File: src/rtl/control_unit_mc.sv
// control_unit_mc
// Multi-cycle instruction decoder / sequencer. It decodes an opcode into
// registered datapath controls and sequences data-memory loads and stores
// against a BUSYWAIT handshake. While memory is busy it holds the PC, and it
// aborts a memory access that waits too long.
//
// Ports:
//   CLK, RESET         clock; synchronous active-high reset
//   OPCODE, INSTR_VALID instruction presented by fetch
//   BUSYWAIT           data memory busy
//   ALUOP, IMM, SIGN   ALU select and operand-2 mux controls (held until next accept)
//   WRITEENABLE,WB_SEL register-file write strobe and writeback source
//   J, BEQ, BNE        control-flow strobes
//   MEMREAD, MEMWRITE  data-memory requests
//   STALL              PC/fetch hold
//   ILLEGAL            one-cycle unknown-opcode pulse
//   MEM_ERR            sticky memory-timeout flag
module control_unit_mc #(
    parameter int OPCODE_WIDTH = 8,
    parameter int ALUOP_WIDTH  = 3,
    parameter int MEM_TIMEOUT  = 256
) (
    input  logic                    CLK,
    input  logic                    RESET,
    input  logic [OPCODE_WIDTH-1:0] OPCODE,
    input  logic                    INSTR_VALID,
    input  logic                    BUSYWAIT,
    output logic [ALUOP_WIDTH-1:0]  ALUOP,
    output logic                    IMM,
    output logic                    SIGN,
    output logic                    WRITEENABLE,
    output logic                    WB_SEL,
    output logic                    J,
    output logic                    BEQ,
    output logic                    BNE,
    output logic                    MEMREAD,
    output logic                    MEMWRITE,
    output logic                    STALL,
    output logic                    ILLEGAL,
    output logic                    MEM_ERR
);

    localparam logic [ALUOP_WIDTH-1:0] ALU_FWD  = ALUOP_WIDTH'(0);
    localparam logic [ALUOP_WIDTH-1:0] ALU_ADD  = ALUOP_WIDTH'(1);
    localparam logic [ALUOP_WIDTH-1:0] ALU_AND  = ALUOP_WIDTH'(2);
    localparam logic [ALUOP_WIDTH-1:0] ALU_OR   = ALUOP_WIDTH'(3);
    localparam logic [ALUOP_WIDTH-1:0] ALU_MULT = ALUOP_WIDTH'(4);
    localparam logic [ALUOP_WIDTH-1:0] ALU_SLL  = ALUOP_WIDTH'(5);
    localparam logic [ALUOP_WIDTH-1:0] ALU_SRL  = ALUOP_WIDTH'(6);

    // Counter is wide enough to hold MEM_TIMEOUT itself (saturation value).
    localparam int CNT_W = $clog2(MEM_TIMEOUT + 2);
    localparam logic [CNT_W-1:0] TIMEOUT_C = CNT_W'(MEM_TIMEOUT);

    typedef enum logic [1:0] {
        ST_IDLE      = 2'd0,
        ST_EXEC      = 2'd1,
        ST_MEM_WAIT  = 2'd2,
        ST_WRITEBACK = 2'd3
    } state_t;

    typedef struct packed {
        logic [ALUOP_WIDTH-1:0] aluop;
        logic imm;
        logic sign;
        logic we;
        logic j;
        logic beq;
        logic bne;
        logic mrd;
        logic mwr;
        logic illegal;
    } dec_t;

    function automatic dec_t decode(input logic [OPCODE_WIDTH-1:0] op);
        dec_t d;
        d = '0;
        d.aluop = ALU_FWD;
        case (op)
            OPCODE_WIDTH'(0):  begin d.imm = 1'b1; d.we = 1'b1; end
            OPCODE_WIDTH'(1):  begin d.we = 1'b1; end
            OPCODE_WIDTH'(2):  begin d.aluop = ALU_ADD; d.we = 1'b1; end
            OPCODE_WIDTH'(3):  begin d.aluop = ALU_ADD; d.sign = 1'b1; d.we = 1'b1; end
            OPCODE_WIDTH'(4):  begin d.aluop = ALU_AND; d.we = 1'b1; end
            OPCODE_WIDTH'(5):  begin d.aluop = ALU_OR; d.we = 1'b1; end
            OPCODE_WIDTH'(6):  begin d.j = 1'b1; end
            OPCODE_WIDTH'(7):  begin d.aluop = ALU_ADD; d.sign = 1'b1; d.beq = 1'b1; end
            OPCODE_WIDTH'(8):  begin d.mrd = 1'b1; end
            OPCODE_WIDTH'(9):  begin d.imm = 1'b1; d.mrd = 1'b1; end
            OPCODE_WIDTH'(10): begin d.mwr = 1'b1; end
            OPCODE_WIDTH'(11): begin d.imm = 1'b1; d.mwr = 1'b1; end
            OPCODE_WIDTH'(12): begin d.aluop = ALU_ADD; d.sign = 1'b1; d.bne = 1'b1; end
            OPCODE_WIDTH'(13): begin d.aluop = ALU_MULT; d.we = 1'b1; end
            OPCODE_WIDTH'(14): begin d.aluop = ALU_SLL; d.imm = 1'b1; d.we = 1'b1; end
            OPCODE_WIDTH'(15): begin d.aluop = ALU_SRL; d.imm = 1'b1; d.we = 1'b1; end
            default:           begin d.illegal = 1'b1; end
        endcase
        return d;
    endfunction

    state_t                 state_r, state_s;
    logic [CNT_W-1:0]       cnt_r, cnt_s, cnt_inc_s;
    logic                   is_load_r, is_load_s;
    logic [ALUOP_WIDTH-1:0] aluop_s;
    logic imm_s, sign_s, we_s, wb_sel_s, j_s, beq_s, bne_s;
    logic mrd_s, mwr_s, stall_s, ill_s, mem_err_s;
    logic accept_s;
    dec_t dec_s;

    // Next-state and next-output decode; every output is registered below.
    always_comb begin
        dec_s     = decode(OPCODE);
        // An EXEC cycle holding a memory op always has a memory request up.
        accept_s  = INSTR_VALID &&
                    ((state_r == ST_IDLE) ||
                     ((state_r == ST_EXEC) && !MEMREAD && !MEMWRITE));
        cnt_inc_s = (cnt_r == TIMEOUT_C) ? cnt_r : cnt_r + CNT_W'(1);

        state_s   = state_r;
        cnt_s     = cnt_r;
        is_load_s = is_load_r;
        aluop_s   = ALUOP;
        imm_s     = IMM;
        sign_s    = SIGN;
        wb_sel_s  = WB_SEL;
        mem_err_s = MEM_ERR;
        we_s      = 1'b0;
        j_s       = 1'b0;
        beq_s     = 1'b0;
        bne_s     = 1'b0;
        mrd_s     = 1'b0;
        mwr_s     = 1'b0;
        stall_s   = 1'b0;
        ill_s     = 1'b0;

        case (state_r)
            ST_IDLE, ST_EXEC: begin
                if (accept_s) begin
                    if (dec_s.illegal) begin
                        ill_s   = 1'b1;
                        state_s = ST_IDLE;
                    end else begin
                        state_s   = ST_EXEC;
                        aluop_s   = dec_s.aluop;
                        imm_s     = dec_s.imm;
                        sign_s    = dec_s.sign;
                        wb_sel_s  = 1'b0;
                        we_s      = dec_s.we;
                        j_s       = dec_s.j;
                        beq_s     = dec_s.beq;
                        bne_s     = dec_s.bne;
                        mrd_s     = dec_s.mrd;
                        mwr_s     = dec_s.mwr;
                        stall_s   = dec_s.mrd | dec_s.mwr;
                        is_load_s = dec_s.mrd;
                    end
                end else if (state_r == ST_EXEC && (MEMREAD || MEMWRITE)) begin
                    state_s = ST_MEM_WAIT;
                    cnt_s   = '0;
                    mrd_s   = MEMREAD;
                    mwr_s   = MEMWRITE;
                    stall_s = 1'b1;
                end else begin
                    state_s = ST_IDLE;
                end
            end
            ST_MEM_WAIT: begin
                // Completion is checked first so it wins over a coincident timeout.
                if (!BUSYWAIT) begin
                    if (is_load_r) begin
                        state_s  = ST_WRITEBACK;
                        we_s     = 1'b1;
                        wb_sel_s = 1'b1;
                        stall_s  = 1'b1;
                    end else begin
                        state_s = ST_IDLE;
                    end
                end else if ((MEM_TIMEOUT != 0) && (cnt_inc_s == TIMEOUT_C)) begin
                    state_s   = ST_IDLE;
                    mem_err_s = 1'b1;
                end else begin
                    cnt_s   = cnt_inc_s;
                    mrd_s   = MEMREAD;
                    mwr_s   = MEMWRITE;
                    stall_s = 1'b1;
                end
            end
            ST_WRITEBACK: begin
                state_s = ST_IDLE;
            end
            default: begin
                state_s = ST_IDLE;
            end
        endcase
    end

    // State, counter and output registers with synchronous reset.
    always_ff @(posedge CLK) begin
        if (RESET) begin
            state_r     <= ST_IDLE;
            cnt_r       <= '0;
            is_load_r   <= 1'b0;
            ALUOP       <= ALU_FWD;
            IMM         <= 1'b0;
            SIGN        <= 1'b0;
            WRITEENABLE <= 1'b0;
            WB_SEL      <= 1'b0;
            J           <= 1'b0;
            BEQ         <= 1'b0;
            BNE         <= 1'b0;
            MEMREAD     <= 1'b0;
            MEMWRITE    <= 1'b0;
            STALL       <= 1'b0;
            ILLEGAL     <= 1'b0;
            MEM_ERR     <= 1'b0;
        end else begin
            state_r     <= state_s;
            cnt_r       <= cnt_s;
            is_load_r   <= is_load_s;
            ALUOP       <= aluop_s;
            IMM         <= imm_s;
            SIGN        <= sign_s;
            WRITEENABLE <= we_s;
            WB_SEL      <= wb_sel_s;
            J           <= j_s;
            BEQ         <= beq_s;
            BNE         <= bne_s;
            MEMREAD     <= mrd_s;
            MEMWRITE    <= mwr_s;
            STALL       <= stall_s;
            ILLEGAL     <= ill_s;
            MEM_ERR     <= mem_err_s;
        end
    end

endmodule

File: config.mk
export PLATFORM = sky130hd
export DESIGN_NAME = control_unit_mc
export DESIGN_NICKNAME = d
export VERILOG_FILES = /design/src/rtl/control_unit_mc.sv
export SDC_FILE = /design/constraint.sdc
export NUM_CORES = 1
export LEC_CHECK = 0
export BUFFER_PORTS_ARGS = -buffer_cell sky130_fd_sc_hd__buf_2
export CAP_MARGIN = 10
export CORE_MARGIN = 5
export CORE_UTILIZATION = 59
export CTS_CLUSTER_SIZE = 12
export DETAILED_ROUTE_END_ITERATION = 6
export PLACE_DENSITY = 0.82
export SLEW_MARGIN = 20
export SYNTH_ARGS = -nofsm -noshare
export SYNTH_HDL_FRONTEND = slang
export SYNTH_SLANG_ARGS = --single-unit
File: constraint.sdc
create_clock -name CLK -period 3.3 [get_ports CLK]
set_clock_uncertainty 0.05 [all_clocks]
set_input_delay 0.33 -clock CLK [delete_from_list [all_inputs] [get_ports CLK]]
set_output_delay 0.33 -clock CLK [all_outputs]
set_load 0.05 [all_outputs]
[Word-level counts from Yosys, hierarchy flattened]
Cells that the tools add are included.
Storage, ports and cells
  flip-flop bits (word level): 27
  logic and storage cells: 125
Operators by class
  add/subtract/negate cells: 1
  equality and inequality tests: 30
  multiplexer cells: 48
  bitwise logic cells: 4
  reduce and logical (&&, ||, !) cells: 26
Operators by type and width (count)
  8-bit by 4-bit equality test with 1-bit output, second input constant: 8
  9-bit two-way mux: 5
  8-bit by 3-bit equality test with 1-bit output, second input constant: 4
  1-bit two-way mux: 30
  9-bit equality test, second input constant: 2
  3-bit one-hot mux with 6 select lines: 1
  9-bit one-hot mux with 2 select lines: 1
  8-bit by 2-bit equality test with 1-bit output, second input constant: 2
  2-bit != test, second input constant: 8
  16-bit OR reduction: 1
  2-bit two-way mux: 5
  1-bit one-hot mux with 2 select lines: 5
  5-bit AND reduction: 2
  9-bit by 1-bit adder with 9-bit output, second input constant: 1
  9-bit OR reduction: 1
  8-bit by 1-bit equality test with 1-bit output, second input constant: 1
  8-bit zero test: 1
  4-bit OR reduction: 2
  3-bit != test, second input constant: 2
  2-bit one-hot mux with 3 select lines: 1
  3-bit AND reduction: 2
  2-bit OR reduction: 3
  3-bit OR reduction: 2
  5-bit OR reduction: 1
  other kinds (10): 18

[Longest topological paths before layout]
Gate-level depths: netlist of run 1.
  depth after elaboration: 7
  depth in mapped cells: 8
  mapped depth without buffers: 8

[Worst setup path after synthesis of run 1]
Ideal clock, no wire load.
  path type: reg-to-reg
  start point: register cnt_r[0]
  end point: register cnt_r[6]
  library setup time: 122 ps
  data arrival time: 2081 ps
  required time: 3128 ps
  path slack: 1047 ps
  cell stages (with the launch flop): 9
  buffers on the path: 1
  clock period less this slack: 2253 ps
  cell sequence: dfxtp_1 > ha_1 > buf_2 > and3_1 > nor4_1 > a211oi_2 > nor4_2 > nor4_1 > a311o_1
On the way
  cells in the longest elaborated chain, start to end: 5
  elaborated cells on any way between the ends: 9
Ends and longest elaborated chain
  start: declaration: line 102  | logic [CNT_W-1:0] cnt_r, cnt_s, cnt_inc_s;
  start signal: assignment: line 218  | cnt_r <= cnt_s;
  9-bit by 1-bit adder with 9-bit output or 9-bit equality test (tied branches): line 117  | cnt_inc_s = (cnt_r == TIMEOUT_C) ? cnt_r : cnt_r + CNT_W'(1);
  9-bit two-way mux (*): line 117
  9-bit equality test or 9-bit two-way mux (tied branches): line 178  | end else if ((MEM_TIMEOUT != 0) && (cnt_inc_s == TIMEOUT_C)) begin
  2-bit != test (no source line) or 9-bit two-way mux (tied branches)
  5-bit AND reduction (no source line) or 9-bit one-hot mux with 2 select lines (tied branches)
Every way passes the cells marked *; elsewhere a longest branch is shown, timed or not. The select of a mux whose other input is x is not followed.
A chain may end at the register's enable or synchronous reset.

[Final worst setup path of run 1]
Same ends and word-level chain as after synthesis.

==> results of run 1 <==
==> metal layers <==
layer,vias up,global-route usage,part of all wire
met3,2,0.0404,0.069
met2,38,0.338,0.46
met5,-,0,0
met1,707,0.302,0.47
met4,0,0.0372,0.0036
li1,731,-,-
==> per-stage QoR <==
step | cells | power, mW
6_report | 236 | 0.506
5_1_grt | 236 | 0.527
4_1_cts | 236 | 0.509
3_5_place_dp | 232 | 0.373
3_3_place_gp | 232 | 0.372
2_1_floorplan | 188 | 0.360
==> layout by cell type, fill, tap and decap left out, types with 2 or more instances in the layout <==
cell | Yosys | layout
a21oi_1 | 9 | 9
o311ai_0 | 2 | 2
nand4_1 | 3 | 3
nand2_1 | 23 | 23
and3_1 | 4 | 4
a21boi_0 | 2 | 2
nand2b_1 | 2 | 2
nor3_1 | 4 | 4
ha_1 | 2 | 2
a221oi_1 | 3 | 3
nor4_1 | 3 | 3
o21ai_0 | 11 | 11
buf_2 | 5 | 26
nor4_2 | 2 | 2
o221ai_1 | 2 | 2
a31oi_1 | 3 | 3
nor3b_1 | 2 | 2
nor2_1 | 17 | 17
o211ai_1 | 3 | 3
and4_1 | 2 | 2
nand3_1 | 10 | 10
o31ai_1 | 2 | 2
mux2i_1 | 2 | 2
or2_1 | 3 | 3
inv_1 | 4 | 4
clkbuf_4 | 0 | 3
dfxtp_1 | 27 | 27
nor2b_1 | 5 | 5
==> worst max-delay path, stage by stage (launching register included) <==
cell      delay (ps)
dfxtp_1          490
ha_1             380
nand3_1          150
nor4_1           330
a211oi_2          90
nor4_2           550
nor4_1           110
a311o_1          340
==> power by group through the flow <==
| stage | combinational [mW] | clock, mW | sequential (mW) |
|---|---|---|---|
| final | 0.0380 | 0.139 | 0.329 |
| after global routing | 0.0416 | 0.156 | 0.329 |
| after CTS | 0.0376 | 0.143 | 0.329 |
| after detailed placement | 0.0374 | 0 | 0.336 |
| after global placement | 0.0364 | 0 | 0.336 |
| after floorplan | 0.0180 | 0 | 0.342 |
==> cell families after synthesis <==
family	Yosys count	share of synthesized area
and+or+nand+nor	89	0.321
AOI/OAI and AO/OA	49	0.223
DFF	27	0.360
buffers and inverters	18	0.0566
muxes	3	0.0233
adders and majority gates	2	0.0167
==> final cells by class <==
cell class,count,area [µm²],area share
clock buffer,3,22.5,0.0137
clock inverter,1,5.00,0.00305
inverter,5,18.8,0.0115
multi-input combinational,143,877,0.535
sequential,27,541,0.330
tap,30,37.5,0.0229
timing repair buffer,27,138,0.0840
==> final timing paths <==
| path | from | end |
|---|---|---|
| max | cnt_r[0] | cnt_r[6] |
| min | OPCODE[0] | J |
| max reg2reg | cnt_r[0] | cnt_r[6] |
| min reg2reg | is_load_r | is_load_r |
==> key figures, run 1 <==
Power and ir drop
  • P_sw: around 0.12 mW
  • Worst IR Drop VDD: between 0.4 and 0.5 mV
  • Power per Cell Area: just over 300 mW/mm²
  • Internal Power: between 0.3 and 0.4 mW
  • Static leakage: 0.598 nW
  • Switching share of total power: 0.240
  • Clock network power share: 0.275
  • Combinational group share of total power: 0.075
  • Flop pwr share: 0.649

Synthesis
  • Cell taking the most area after synthesis: dfxtp_1
  • Most used standard cell by instance count after synthesis: dfxtp_1
  • Number of warnings printed during yosys synthesis: 0
  • Net count after synthesis: approximately 200
  • Synth Flop Type: dfxtp_1
  • Register area share after synthesis: 0.360
  • Seq cells post-synth: 27
  • Cell Area, Synth: roughly 0.0015 mm²
  • Leading cell types by count after synthesis: dfxtp_1, nand2_1, nor2_1
  • Yosys cell types: 53
  • Gate count after technology mapping: around 190
  • Number of flops mapped to enable cells by yosys: 0
  • Share of the synthesized area in the top cell type: 0.360
  • Async SR Flop Fraction: 0
  • Average footprint of a synthesized cell: 7.99 µm²
  • Leading post-synthesis cells by cell area: dfxtp_1, nand2_1, nor2_1

Routing
  • WL per Instance: ~15 µm
  • Number of vias after detailed routing: 1478
  • Count of routing violations after the opening detailed-route iteration: between 60 and 70
  • Number of remaining DRC errors: 0
  • Wirelength, routed: approximately 3600 µm
  • Final antenna-violating net count: 0
  • Detailed-routing iteration count for the pre-antenna-repair pass: 6
  • Via-to-Cell Ratio: ~6.3

Layout
  • Registers with the most flip-flops: cnt_r: 9 flops, ALUOP: 3 flops, state_r: 2 flops
  • Final cell utilization of the core: 0.668
  • Register bank with the most flops: cnt_r
  • Area of all placed cells without fillers: around 0.0016 mm²
  • Number of flip-flops under the largest register name: 9
  • Fraction of layout instances using a drive strength above 1: 0.194
  • Area added between synthesis and finish: 9.08%
  • Antenna diode count: 0
  • Filler Cells Inserted: 219
  • Final net count: around 220

Timing
  • Slack of the critical path: approximately 700 ps
  • Fin crit share: 0.787
  • Slew at the pin closest to its max-slew limit: between 500 and 600 ps
  • Total count of max-transition violations in the final report: 0
  • Worst slew margin: 0.630
  • Number of endpoints failing setup at the final stage: 0
  • Summed negative setup slack over all endpoints: 0 ps
  • Final worst path period need: approximately 2600 ps
  • Hold_ws: around 210 ps
  • Endpoints failing hold: 0
  • Max Freq: between 0.3 and 0.4 GHz
  • Setup repair after global routing missed its margin: no

Floorplanning
  • Row count: 18
  • Std-Cell Core Area: roughly 0.0025 mm²
  • Effective utilization at floorplan: 0.612
  • Total die area: 0.00366 mm²
  • Top-level I/O count: 27
  • Die Wd: roughly 60 µm
  • Height of the chip: slightly above 60 µm

Clock network
  • Number of H-tree levels: 1
  • Clock tree from TritonCTS: done
  • Clock network latency to the later pin of the worst-skew pair: around 320 ps
  • Number of buffers inserted by post-CTS setup repair: 0
  • TritonCTS Buffers: 3
  • Hold buffer count at CTS: 0
  • CTS sink cnt: 27
  • Number of gates given a new drive strength after cts: 0
  • Maximum clock path buffer count: 2
  • Clock transition time at the flip-flop clock pins of the worst setup and hold paths: between 100 and 150 ps
  • Clock tree root buffer cell: clkbuf_4

Critical path
  • Launching element type of the critical path: register
  • R2r worst-path depth: 7
  • Maximum net fanout on the critical path: 9
  • Critical path arrival: roughly 2800 ps
  • Nature of the critical path endpoint: register
  • WS Path Type: reg2reg
  • Data required, critical path: 3480 ps
  • Worst reg2reg setup slack: ~700 ps

Worst hold path
  • Path type of the worst min-delay path: in2reg
  • Worst hold path cell count: 2

GRT
  • Wire length of the first global-routing pass: between 6000 and 7000 µm
  • Total grt overflow: 0
  • Via count of the first global-routing pass: 1368
  • Pin count of the biggest net entering global routing: 22
  • GRT Resource Usage Total: 0.211
  • Number of antenna violations at the first check in global routing: 0

Place
  • Count of buffers from port buffering: 26
  • Final estimated routing congestion in global placement: roughly 0.91
  • Worst setup slack after placement: around 770 ps
  • HPWL after detailed placement: ~2800 µm
  • Post-place instance area: approximately 0.0016 mm²

Status
  • Status: complete, no violations

Flow run
  • Number of maximum-capacitance violations: 0
Note: power is estimated with default switching activity, not from simulation.
==> run 2, diff against run 1 <==
--- a/config.mk
+++ b/config.mk
@@ -5,13 +5,14 @@
 export SDC_FILE = /design/constraint.sdc
 export NUM_CORES = 1
 export LEC_CHECK = 0
+export ABC_AREA = 1
 export BUFFER_PORTS_ARGS = -buffer_cell sky130_fd_sc_hd__buf_2
 export CAP_MARGIN = 10
 export CORE_MARGIN = 5
-export CORE_UTILIZATION = 59
+export CORE_UTILIZATION = 50
 export CTS_CLUSTER_SIZE = 12
 export DETAILED_ROUTE_END_ITERATION = 6
-export PLACE_DENSITY = 0.82
+export PLACE_DENSITY = 0.73
 export SLEW_MARGIN = 20
 export SYNTH_ARGS = -nofsm -noshare
 export SYNTH_HDL_FRONTEND = slang
==> constraint.sdc (replaced) <==
create_clock -name CLK -period 2.3 [get_ports CLK]
set_clock_uncertainty 0.05 [all_clocks]
set_input_delay 0.23 -clock CLK [delete_from_list [all_inputs] [get_ports CLK]]
set_output_delay 0.23 -clock CLK [all_outputs]
set_load 0.05 [all_outputs]
==> key figures, run 2 <==
Power and ir drop
  • Static leakage: 0.810 nW
  • Power per Cell Area: 418 mW/mm²
  • Worst IR Drop VDD: slightly below 0.2 mV
  • PnR Total Power: about 0.73 mW

Layout
  • Fraction of layout instances using a drive strength above 1: 0.194
  • Area of all placed cells without fillers: between 0.0015 and 0.002 mm²
  • Number of flip-flops under the largest register name: 9
  • Final net count: around 280
  • Commonest non-fill, non-tap cell in the layout: nand2_1
  • Most used cells in the layout excluding fill and tap cells: nand2_1, nand3_1, nor2_1
  • Antenna diode count: 0
  • Area added between synthesis and finish: 10.7%
  • Register bank with the most flops: cnt_r
  • Registers with the most flip-flops: cnt_r: 9 flops, ALUOP: 3 flops, state_r: 2 flops
  • Post-route non-filler standard cell count: 307

Critical path
  • R2r worst-path depth: 10
  • Launch point of the worst reg-to-reg path: cnt_r[0]
  • Nature of the critical path endpoint: register
  • Launching element type of the critical path: register
  • Worst setup path start: cnt_r[0]
  • Worst reg2reg setup slack: 290 ps
  • Maximum net fanout on the critical path: 19
  • Endpoint of the lowest-slack register-to-register path: cnt_r[8]
  • Critical path arrival: between 2000 and 2500 ps
  • WS Path Type: reg2reg
  • Data required, critical path: 2490 ps

Place
  • HPWL after detailed placement: between 2000 and 3000 µm
  • DP Cell Count: 303
  • Final estimated routing congestion in global placement: 0.873
  • Count of buffers from port buffering: 26
  • Post-place instance area: approximately 0.0017 mm²

Timing
  • Max Freq: ~0.50 GHz
  • Final worst path period need: approximately 2000 ps
  • Slew at the pin closest to its max-slew limit: 495 ps
  • Number of endpoints failing setup at the final stage: 0
  • Summed negative setup slack over all endpoints: 0 ps
  • Endpoints failing hold: 0
  • Worst slew margin: 0.670
  • Fin crit share: 0.876
  • Setup repair after global routing missed its margin: no
  • Hold_ws: between 100 and 150 ps
  • Total count of max-transition violations in the final report: 0

Status
  • Status: complete, no violations

Worst hold path
  • Worst hold path cell count: 2
  • Endpoint of the worst hold path: J
  • Hold Startpoint: OPCODE[0]
  • Path type of the worst min-delay path: in2reg

Synthesis
  • Share of the synthesized area in the top cell type: 0.341
  • Most used standard cell by instance count after synthesis: nand2_1
  • Leading cell types by count after synthesis: nand2_1, nand3_1, nor2_1
  • Async SR Flop Fraction: 0
  • Seq cells post-synth: 27
  • Combinational family with the most area after synthesis: simple AND/OR/NAND/NOR gates
  • Yosys cell types: 31
  • Post-synthesis compound-gate area fraction: 0.113
  • Cell Area, Synth: roughly 0.0016 mm²
  • Synth Flop Type: dfxtp_1
  • Number of flops mapped to enable cells by yosys: 0
  • Register area share after synthesis: 0.341
  • Cell taking the most area after synthesis: dfxtp_1
  • Mux contribution to synthesized area: 0
  • Number of warnings printed during yosys synthesis: 0
  • Average footprint of a synthesized cell: about 6.6 µm²
  • Net count after synthesis: roughly 250
  • Gate count after technology mapping: 240
  • Leading post-synthesis cells by cell area: dfxtp_1, nand2_1, nand3_1
  • Fraction of synthesized cell area in xor and xnor cells: 0.00552
  • Post-synthesis simple-gate area fraction: 0.428
  • Adder-cell share of the synthesized area: 0.0158

Floorplanning
  • Std-Cell Core Area: roughly 0.0031 mm²
  • Row count: 20
  • Die Wd: 66.3 µm
  • Effective utilization at floorplan: 0.519
  • Height of the chip: approximately 66 µm
  • Total die area: 0.00440 mm²
  • Top-level I/O count: 27

Clock network
  • TritonCTS Buffers: 3
  • Clock tree from TritonCTS: done
  • Number of H-tree levels: 1
  • Number of buffers inserted by post-CTS setup repair: 0
  • Clock transition time at the flip-flop clock pins of the worst setup and hold paths: roughly 150 ps
  • Number of gates given a new drive strength after cts: 0
  • CTS sink cnt: 27
  • Hold buffer count at CTS: 0
  • Clock tree root buffer cell: clkbuf_4
  • Maximum clock path buffer count: 2
  • Clock network latency to the later pin of the worst-skew pair: approximately 320 ps

Routing
  • WL per Instance: between 10 and 15 µm
  • Wirelength, routed: roughly 3400 µm
  • Number of remaining DRC errors: 0
  • Final antenna-violating net count: 0
  • Detailed-routing iteration count for the pre-antenna-repair pass: 4
  • Number of vias after detailed routing: ~1500
  • Via-to-Cell Ratio: around 4.9
  • Count of routing violations after the opening detailed-route iteration: 78

GRT
  • Pin count of the biggest net entering global routing: 20
  • Via count of the first global-routing pass: 1315
  • Total grt overflow: 0
  • Number of antenna violations at the first check in global routing: 0
  • Wire length of the first global-routing pass: between 5000 and 6000 µm
  • GRT Resource Usage Total: 0.162

Flow run
  • Number of maximum-capacitance violations: 0
==> run 2: changes by cell type after synthesis, sizes merged, moves of 5 or more <==
cell   before  now
nor2b       5    0
a21oi       9   17
inv         4   28
nand3      11   36
nand2      23   61
nor2       17   38
==> run 2: worst max path at each step <==
stage	end	slack, ps	depth (start not counted)
after floorplan	cnt_r[3]	540	9
after detailed placement	cnt_r[8]	310	10
after CTS	cnt_r[8]	300	10
final	cnt_r[8]	290	10
after global routing	cnt_r[8]	80	10
after global placement	cnt_r[8]	360	10
==> run 2: stage by stage <==
stage | worst slack (ps) | utilization
2_1_floorplan | 542 | -
3_3_place_gp | 361 | 0.565
3_5_place_dp | 314 | 0.565
4_1_cts | 303 | 0.575
5_1_grt | 77.3 | 0.575
6_report | 285 | 0.575
==> run 2: cells by family (layout without fill, tap and decap cells) <==
family / after synthesis / count (layout)
AND/OR/NAND/NOR: 144 / 144
buffers and inverters: 36 / 59
AO/OA/AOI/OAI: 30 / 30
flip-flops: 27 / 27
adder cells (fa/ha/maj): 2 / 2
XOR/XNOR: 1 / 1
==> run 2: worst max-delay path, stage by stage (launching register included) <==
cell and delay, ps:
dfxtp_1 460, ha_1 290, nand4_1 160, o21ai_1 160, nand2_1 120, nor2_4 130, nand3_4 230, nand2_1 180
nand2_1 60, nand2_1 50, nor2_1 40
==> run 2: where the power goes <==
group	total [mW]	leakage (nW)	internal, mW	switching (mW)
Clock	0.207	0.0139	0.0664	0.140
Sequential	0.472	0.218	0.471	0.00115
Combinational	0.0554	0.578	0.0160	0.0394
Total	0.734	0.810	0.554	0.181
==> run 2: cell type report <==
cell class | count | area, µm²
fillers | 333 | 1300
multi-input cells | 177 | 891
flip-flops and latches | 27 | 541
repair buffers | 26 | 130
inverters | 29 | 109
well taps | 44 | 55.1
clock buffers | 3 | 22.5
clock inverters | 1 | 7.51
==> run 2: metal layers <==
metal,share of wire,global-route usage,wire length [µm]
met1,0.50,0.232,1680
met2,0.45,0.253,1510
met4,0.0042,0.0381,14
met3,0.046,0.0255,155
met5,0,0,0
==> run 3, diff against run 2 <==
--- a/config.mk
+++ b/config.mk
@@ -13,6 +13,7 @@
 export CTS_CLUSTER_SIZE = 12
 export DETAILED_ROUTE_END_ITERATION = 6
 export PLACE_DENSITY = 0.73
+export RECOVER_POWER = 100
 export SLEW_MARGIN = 20
 export SYNTH_ARGS = -nofsm -noshare
 export SYNTH_HDL_FRONTEND = slang
==> constraint.sdc (replaced) <==
create_clock -name CLK -period 1.7 [get_ports CLK]
set_clock_uncertainty 0.05 [all_clocks]
set_input_delay 0.17 -clock CLK [delete_from_list [all_inputs] [get_ports CLK]]
set_output_delay 0.17 -clock CLK [all_outputs]
set_load 0.05 [all_outputs]
==> key figures, run 3 (same netlist as run 2, synthesis figures left out) <==
GRT
  • GRT Resource Usage Total: 0.185
  • Via count of the first global-routing pass: 1473
  • Number of antenna violations at the first check in global routing: 0
  • Wire length of the first global-routing pass: between 6000 and 7000 µm
  • Total grt overflow: 0
  • Pin count of the biggest net entering global routing: 17

Clock network
  • Clock network latency to the later pin of the worst-skew pair: 340 ps
  • Clock transition time at the flip-flop clock pins of the worst setup and hold paths: 160 ps
  • Clock tree from TritonCTS: done
  • Maximum clock path buffer count: 2
  • Number of H-tree levels: 1
  • Clock tree root buffer cell: clkbuf_4
  • CTS sink cnt: 27
  • TritonCTS Buffers: 3
  • Hold buffer count at CTS: 0

Routing
  • Number of vias after detailed routing: 1689
  • Final antenna-violating net count: 0
  • Count of routing violations after the opening detailed-route iteration: 99
  • WL per Instance: around 12 µm
  • Detailed-routing iteration count for the pre-antenna-repair pass: 4
  • Number of remaining DRC errors: 0
  • Via-to-Cell Ratio: a little over 5
  • Wirelength, routed: between 4000 and 5000 µm

Timing
  • Total count of max-transition violations in the final report: 0
  • Slack of the critical path: -67.8 ps
  • Slew at the pin closest to its max-slew limit: between 600 and 700 ps
  • Worst slew margin: 0.599
  • Final worst path period need: approximately 1800 ps
  • Number of endpoints failing setup at the final stage: 8
  • Endpoints failing hold: 0
  • Setup repair after global routing missed its margin: yes
  • Fin crit share: 1.04
  • Summed negative setup slack over all endpoints: -367 ps
  • Max Freq: about 0.57 GHz

Layout
  • Seq. cell area: around 550 µm²
  • Registers with the most flip-flops: cnt_r: 9 flops, ALUOP: 3 flops, state_r: 2 flops
  • Fraction of layout instances using a drive strength above 1: 0.281
  • Register bank with the most flops: cnt_r
  • Most used cells in the layout excluding fill and tap cells: nand2_1, nor2_1, nand3_1
  • Multi-input gate area: ~960 µm²
  • Filler Cells Inserted: roughly 290
  • Number of flip-flops under the largest register name: 9
  • Commonest non-fill, non-tap cell in the layout: nand2_1
  • Final net count: 303
  • Area added between synthesis and finish: 30.3%
  • Antenna diode count: 0
  • Area of all placed cells without fillers: between 0.002 and 0.0025 mm²

Critical path
  • Maximum net fanout on the critical path: 8
  • Nature of the critical path endpoint: register
  • Launching element type of the critical path: register
  • Series of cell instances along the critical path: ha_4, nand4_1, o21ai_1, nand2_1, nor2_4, nand3_4, clkbuf_16, a21oi_1, nor2_1
  • Crit-path leading delay family: simple AND/OR/NAND/NOR gates
  • Critical path arrival: between 1500 and 2000 ps
  • Data required, critical path: approximately 1900 ps
  • Delay of the slowest cell on the worst path: slightly above 400 ps
  • Max stage delay cell, worst path: dfxtp_4
  • WS Path Type: reg2reg
  • Buf+Inv Stages, Crit Path: 1

Floorplanning
  • Std-Cell Core Area: 0.00305 mm²
  • Row count: 20
  • Total die area: 0.00440 mm²
  • Die Wd: roughly 66 µm
  • Height of the chip: roughly 66 µm
  • Top-level I/O count: 27
  • Effective utilization at floorplan: 0.519

Worst hold path
  • Path type of the worst min-delay path: in2reg

Power and ir drop
  • Clock network power share: 0.300
  • Static leakage: around 0.9 nW
  • Internal Power: about 0.75 mW
  • Switching share of total power: 0.267
  • P_sw: 0.272 mW
  • Flop pwr share: 0.624
  • Combinational group share of total power: 0.076
  • Power per Cell Area: 493 mW/mm²
  • Worst IR Drop VDD: 0.306 mV

Place
  • Count of buffers from port buffering: 26
  • Post-place instance area: between 0.0015 and 0.002 mm²
  • Final estimated routing congestion in global placement: about 0.86
  • HPWL after detailed placement: just under 3000 µm

Status
  • Status: finished with violations
  • Violations in the final reports: setup timing

Flow run
  • Number of maximum-capacitance violations: 0
==> run 3: power by group through the flow <==
stage | clock network (mW) | registers [mW] | logic, mW
2_1_floorplan | 0 | 0.667 | 0.0360
3_3_place_gp | 0 | 0.653 | 0.0772
3_5_place_dp | 0 | 0.653 | 0.0775
4_1_cts | 0.304 | 0.638 | 0.0778
5_1_grt | 0.338 | 0.637 | 0.0867
6_report | 0.305 | 0.636 | 0.0778
==> run 3: through the flow <==
stage                     utilization  setup slack [ps]  std cells  hold slack (ps)  power, mW
after global routing            0.677              -191        332             32.3       1.06
after detailed placement        0.614             -78.6        317              402      0.730
after floorplan                     -              1.03        240              303      0.703
final                           0.677             -67.8        332             35.4       1.02
after global placement          0.614             -32.7        317              399      0.730
after CTS                       0.642             -43.5        326             37.7       1.02
==> run 3: per-layer routing <==
metal	track usage	wire, µm	vias up	share of wire
met5	0	0	-	0
met3	0.0221	215	5	0.052
met1	0.267	2000	770	0.49
met4	0.0533	37	0	0.0090
li1	-	-	872	-
met2	0.285	1850	42	0.45
==> run 3: final timing paths <==
check,startpoint,end,slack (ps),cells past startpoint
max,cnt_r[0],cnt_r[3],-70,9
min,RESET,MEMREAD,40,2
max reg2reg,cnt_r[0],cnt_r[3],-70,9
min reg2reg,is_load_r,is_load_r,430,2
==> run 3: what timing repair did <==
item	in CTS	in global routing
endpoints found under the setup margin	11	18
hold endpoints to repair	0	0
pin swaps	4	16
buffers inserted	5	5
gates cloned	0	1
resized for setup	4	21
==> run 3: cell type report <==
| class | count | share of cell area |
|---|---|---|
| tap | 44 | 0.0267 |
| timing repair buffer | 51 | 0.171 |
| inverter | 29 | 0.0539 |
| sequential | 27 | 0.267 |
| multi-input combinational | 177 | 0.467 |
| clock inverter | 1 | 0.00363 |
| clock buffer | 3 | 0.0109 |
